File: config.mk
export PLATFORM = sky130hd
export DESIGN_NAME = sram_port_arbiter
export DESIGN_NICKNAME = d
export VERILOG_FILES = /design/src/rtl/mem_arb_pkg.sv /design/src/rtl/sram_starve_ctr.sv /design/src/rtl/sram_port_arbiter.sv
export SDC_FILE = /design/constraint.sdc
export NUM_CORES = 1
export LEC_CHECK = 0
export ABC_AREA = 1
export CORE_AREA = 2 2 98 100
export DETAILED_ROUTE_END_ITERATION = 6
export DIE_AREA = 0 0 100 102
export GPL_TIMING_DRIVEN = 0
export PLACE_DENSITY = 0.65
export SLEW_MARGIN = 20
export SYNTH_ARGS = -nofsm -noshare
export SYNTH_HDL_FRONTEND = slang
export SYNTH_HIERARCHICAL = 1
export SYNTH_SLANG_ARGS = --single-unit
File: constraint.sdc
create_clock -name clk -period 2.7 [get_ports clk]
set_clock_uncertainty 0.15 [all_clocks]
set_input_delay 0.54 -clock clk [delete_from_list [all_inputs] [get_ports clk]]
set_output_delay 0.54 -clock clk [all_outputs]
set_load 0.02 [all_outputs]
File: src/rtl/mem_arb_pkg.sv
// Shared types and helpers for the unified SRAM port arbiter.
package mem_arb_pkg;

  localparam int AW_DEF           = 14;
  localparam int DW_DEF           = 32;
  localparam int STARVE_LIMIT_DEF = 4;

  // Which requester (if any) owns the read data returning this cycle.
  typedef enum logic [1:0] {
    RSP_NONE = 2'd0,
    RSP_I    = 2'd1,
    RSP_D    = 2'd2
  } rsp_e;

  // Expand active-high byte strobes into the macro's active-low bit mask.
  function automatic logic [31:0] strb2bweb(input logic [3:0] strb);
    logic [31:0] m;
    m = '1;
    for (int b = 0; b < 4; b++) begin
      m[b*8 +: 8] = {8{~strb[b]}};
    end
    return m;
  endfunction

endpackage

File: src/rtl/sram_starve_ctr.sv
// Saturating counter of consecutive cycles the fetch port has been denied.
module sram_starve_ctr
  import mem_arb_pkg::*;
#(
  parameter int LIMIT = STARVE_LIMIT_DEF,
  parameter int CW    = $clog2(LIMIT + 1)
) (
  input  logic          clk,
  input  logic          rst,
  input  logic          inc,
  input  logic          clr,
  output logic          at_limit,
  output logic [CW-1:0] cnt
);

  localparam logic [CW-1:0] LIMIT_V = CW'(LIMIT);

  logic [CW-1:0] cnt_q;
  logic [CW-1:0] cnt_d;

  // Clear wins over increment; hold once the limit is reached.
  always_comb begin
    cnt_d = cnt_q;
    if (clr) begin
      cnt_d = '0;
    end else if (inc && (cnt_q != LIMIT_V)) begin
      cnt_d = cnt_q + 1'b1;
    end
  end

  // Counter register, cleared by the asynchronous active-low reset.
  always_ff @(posedge clk or negedge rst) begin
    if (!rst) begin
      cnt_q <= '0;
    end else begin
      cnt_q <= cnt_d;
    end
  end

  assign at_limit = (cnt_q == LIMIT_V);
  assign cnt      = cnt_q;

endmodule

File: src/rtl/sram_port_arbiter.sv
// Shares one single-port SRAM between the fetch port (read-only) and the
// data port. Data has priority; fetch is forced through after STARVE_LIMIT
// consecutive denials. Read data returns one cycle after the grant and is
// routed to whichever port issued the read.
//
// Handshake: req/addr/data are held by the requester until its gnt is seen
// high; gnt is combinational and means the SRAM access happens this cycle.
// rvalid pulses for one cycle exactly one cycle after a read grant; writes
// complete with their grant and never produce rvalid.
module sram_port_arbiter
  import mem_arb_pkg::*;
#(
  parameter int AW           = AW_DEF,
  parameter int DW           = DW_DEF,
  parameter int STARVE_LIMIT = STARVE_LIMIT_DEF,
  parameter int SCW          = $clog2(STARVE_LIMIT + 1)
) (
  input  logic           clk,
  input  logic           rst,
  // fetch port
  input  logic           i_req,
  input  logic [AW-1:0]  i_addr,
  output logic           i_gnt,
  output logic           i_rvalid,
  output logic [DW-1:0]  i_rdata,
  // data port
  input  logic           d_req,
  input  logic           d_we,
  input  logic [AW-1:0]  d_addr,
  input  logic [3:0]     d_wstrb,
  input  logic [DW-1:0]  d_wdata,
  output logic           d_gnt,
  output logic           d_rvalid,
  output logic [DW-1:0]  d_rdata,
  // SRAM macro
  output logic           sram_ceb,
  output logic           sram_web,
  output logic [DW-1:0]  sram_bweb,
  output logic [AW-1:0]  sram_a,
  output logic [DW-1:0]  sram_d,
  input  logic [DW-1:0]  sram_q,
  // debug visibility
  output logic [1:0]     dbg_rsp,
  output logic [SCW-1:0] dbg_starve_cnt
);

  logic           at_limit;
  logic [SCW-1:0] starve_cnt;
  logic           i_win;
  logic           d_win;
  logic           starve_inc;

  rsp_e rsp_q;
  rsp_e rsp_d;
  logic i_rvalid_q;
  logic d_rvalid_q;

  // Arbitration: data first unless fetch has hit the starvation limit.
  // Grants are suppressed while reset is held so the macro stays idle.
  always_comb begin
    i_win = i_req && (!d_req || at_limit);
    d_win = d_req && !i_win;
    i_gnt = rst && i_win;
    d_gnt = rst && d_win;
  end

  assign starve_inc = i_req && !i_gnt;

  sram_starve_ctr #(
    .LIMIT (STARVE_LIMIT),
    .CW    (SCW)
  ) u_starve_ctr (
    .clk      (clk),
    .rst      (rst),
    .inc      (starve_inc),
    .clr      (!starve_inc),
    .at_limit (at_limit),
    .cnt      (starve_cnt)
  );

  // Drive the macro from the winner; idle values when nobody is granted.
  always_comb begin
    sram_ceb  = 1'b1;
    sram_web  = 1'b1;
    sram_bweb = '1;
    sram_a    = '0;
    sram_d    = '0;
    if (i_gnt) begin
      sram_ceb = 1'b0;
      sram_a   = i_addr;
    end else if (d_gnt) begin
      sram_ceb = 1'b0;
      sram_a   = d_addr;
      sram_d   = d_wdata;
      if (d_we) begin
        sram_web  = 1'b0;
        sram_bweb = DW'(strb2bweb(d_wstrb));
      end
    end
  end

  // Next response owner: whoever issued a read this cycle.
  always_comb begin
    rsp_d = RSP_NONE;
    if (i_gnt) begin
      rsp_d = RSP_I;
    end else if (d_gnt && !d_we) begin
      rsp_d = RSP_D;
    end
  end

  // Response FSM with registered valid outputs; reset drops any in-flight read.
  always_ff @(posedge clk or negedge rst) begin
    if (!rst) begin
      rsp_q      <= RSP_NONE;
      i_rvalid_q <= 1'b0;
      d_rvalid_q <= 1'b0;
    end else begin
      rsp_q      <= rsp_d;
      i_rvalid_q <= (rsp_d == RSP_I);
      d_rvalid_q <= (rsp_d == RSP_D);
    end
  end

  // Route the macro output to the owning port; the other port sees zero.
  always_comb begin
    i_rdata = '0;
    d_rdata = '0;
    if (rsp_q == RSP_I) begin
      i_rdata = sram_q;
    end
    if (rsp_q == RSP_D) begin
      d_rdata = sram_q;
    end
  end

  assign i_rvalid       = i_rvalid_q;
  assign d_rvalid       = d_rvalid_q;
  assign dbg_rsp        = rsp_q;
  assign dbg_starve_cnt = starve_cnt;

endmodule

==> flow_summary_export.csv <==
group,metric,value,unit
clock_tree,cts.path.max_buffers,2,
routing,wl_per_cell,13.0,um
floorplanning,dieArea,10200,um2
timing,rsz0062_at_grt,"no",
timing,finalHoldViolCount,0,
finish,fin_nets,671,
logic_synthesis,synth_top_family_by_area,"simple AND/OR/NAND/NOR gates",
logic_synthesis,synth_area_per_cell,5.18,um2
routing,drtPass1Iterations,4,
finish,fin_area,4200,um2
timing,setup_viol_count_final,0,
critical_path,timing.rr.end,"u_starve_ctr/cnt[2]$_DFFE_PN0P_",
critical_path,cp.required,2.01,ns
finish,multi_input_area,798,um2
logic_synthesis,yosys.area_share.simple,47.9,%
place,hpwl,7.72,mm
pwr,ir_drop,116,uV
grt,grt-busiest-layer,"met2",
logic_synthesis,yosys.area.top_type_share,22.1,%
logic_synthesis,syn_inst,299,
clock_tree,tritoncts,"built",
critical_path,ff2ff_setup_slack,0.70,ns
logic_synthesis,synth_area_leaders,"nor2_1, inv_1, buf_4, dfrtp_1, nand4_1",
timing,max_slew_margin,69.6,%
critical_path,r2r_start,"u_starve_ctr/cnt[0]$_DFFE_PN0P_",
logic_synthesis,synth_top_area_cell,"nor2_1",
flow_run,cap_violations,0,
critical_path,r2r_cells,15,
finish,regArea,125,um2
timing,fmax,385,MHz
grt,gr-usage-met3,3.21,%
floorplanning,num_rows,35,
grt,grt_max_degree,11,
place,gp_congestion,0.759,
logic_synthesis,synth_seq_area_share,8.08,%
timing,finalMaxSlewViolations,0,
logic_synthesis,ys_types,17,
finish,syn2layout_area_growth,171,%
finish,nFillCells,974,
logic_synthesis,synth_warnings,6,
critical_path,cp-startpoint,"d_rvalid$_DFF_PN0_",
logic_synthesis,muxShareOfSynthArea,0,%
routing,vias_per_cell,4.03,
place,port-buffer-count,252,
grt,grt_pass1_vias,2672,
routing,drc,0,
routing,antenna_left,0,
finish,final_common_cell,"clkdlybuf4s50_1",
pwr,leakagePower,0.00227,uW
clock_tree,clock_sinks,5,
logic_synthesis,ys_seq_elements,5,
grt,antenna_found_initial,0,
finish,num_antenna_cells,0,
critical_path,critPathMaxFanout,10,
timing,fin_crit_sh,96.1,%
routing,dr.first_iter.drc_count,56,
critical_path,crit_type,"register to output port",
timing,min_period,2.59,ns
logic_synthesis,synthAdderAreaFrac,1.62,%
critical_path,cp-end-kind,"output port",
clock_tree,clkLatencyLatePin,0.22,ns
routing,num_vias,2733,
clock_tree,cts.clk_slew.worst_paths,0.03,ns
grt,grt_pass1_wl,12.9,mm
grt,grt_overflow,0,
grt,grt_use_met1,15.9,%
clock_tree,h-tree-depth,1,
outcome,outcome,"complete, no violations",
floorplanning,die-height,102,um
routing,routed_wl,8.81,mm
floorplanning,die_x,100,um
logic_synthesis,syn-cell-area,1550,um2
timing,tns,0,ns
critical_path,worst_setup_path_start_kind,"register",
clock_tree,cts_root_buf,"clkbuf_8",
floorplanning,initial_core_util,17.0,%
grt,met2_usage,32.8,%
finish,final_cell_mix,"clkdlybuf4s50_1, nor2_1, inv_1, dlygate4sd2_1, buf_4",
logic_synthesis,syn_nets,402,
pwr,power_density,177,nW/um2
grt,grt_usage,15.6,%
min_path,hp-class,"input pin to asynchronous set/reset pin",
timing,tightestPinTransition,0.456,ns
finish,drive_gt1_share,19.6,%
clock_tree,cts_buffers,3,
floorplanning,core-area,9110,um2
place,place_area,4210,um2
critical_path,arrival,1.90,ns
logic_synthesis,synth_xor_xnor_area_share,0,%
floorplanning,io_pins,254,
logic_synthesis,synth_compound_area_share,0.647,%
## cells in the mapped netlist, drive strengths merged
cell type and number:
clkbuf 1, o21ai 2, ha 2, nor2 102, buf 47, nand2 27
nand4 20, dfrtp 5, nand3 16, or2 1, inv 76
## where the power goes
part           switching [uW]  internal (uW)  leakage, uW  total, uW
Clock                    34.6            101    0.0000228        136
Sequential               3.04           78.8    0.0000679       81.8
Combinational             246            277      0.00218        523
Total                     284            457      0.00227        741
## repair_timing
action,CTS,global route
resized for setup,145,40
pin swaps,5,2
setup buffers,10,2
hold buffers,0,0
setup endpoints to repair,82,78
## worst max-delay path by stage
stage               slack (ns)            end  cells after the start
finish                    0.11    i_rdata[20]                      5
global route             0.004  sram_bweb[16]                     11
CTS                      0.007  sram_bweb[25]                     12
detailed placement       -0.91  sram_bweb[26]                      8
global placement         -0.87  sram_bweb[28]                      8
floorplan                 0.04  sram_bweb[10]                     10
## per-layer routing
layer / wire (um) / up-vias
li1: - / 1371
met1: 3090 / 1208
met2: 4900 / 152
met3: 800 / 2
met4: 11 / 0
met5: 0 / -
## critical path, stage by stage, from the launching register on
cell and delay, ns:
dfrtp_1 0.43, or2_1 0.24, buf_2 0.16, buf_6 0.15, nor2_1 0.08, clkdlybuf4s50_1 0.63
## metrics by stage
stage          hold WS (ns)  setup slack (ns)  instances  util, %  power, uW
2_1_floorplan        0.0944            0.0350        299        -        306
3_3_place_gp          0.400            -0.875        662     46.2        616
3_5_place_dp          0.412            -0.913        662     46.2        622
4_1_cts              0.0806           0.00713        676     47.3        749
5_1_grt              0.0956           0.00421        678     46.1        790
6_report             0.0905             0.105        678     46.1        741
## flip-flops by register name, indices dropped and copies added (netlist names)
name              count
u_starve_ctr/cnt      3
d_rvalid              1
dbg_rsp               1
## area by class of cell
type	instances	share of cell area, %
repair buffers	264	57.7
well taps	111	3.31
multi-input cells	170	19.0
clock buffers	4	1.07
flip-flops and latches	5	2.98
inverters	76	6.92
plain buffers	48	8.95
## cells by family after synthesis
group	count (synthesis)
buffers and inverters	124
DFF	5
and+or+nand+nor	166
AOI/OAI and AO/OA	2
adders and majority gates	2
Power figures use the tool's default switching activity.
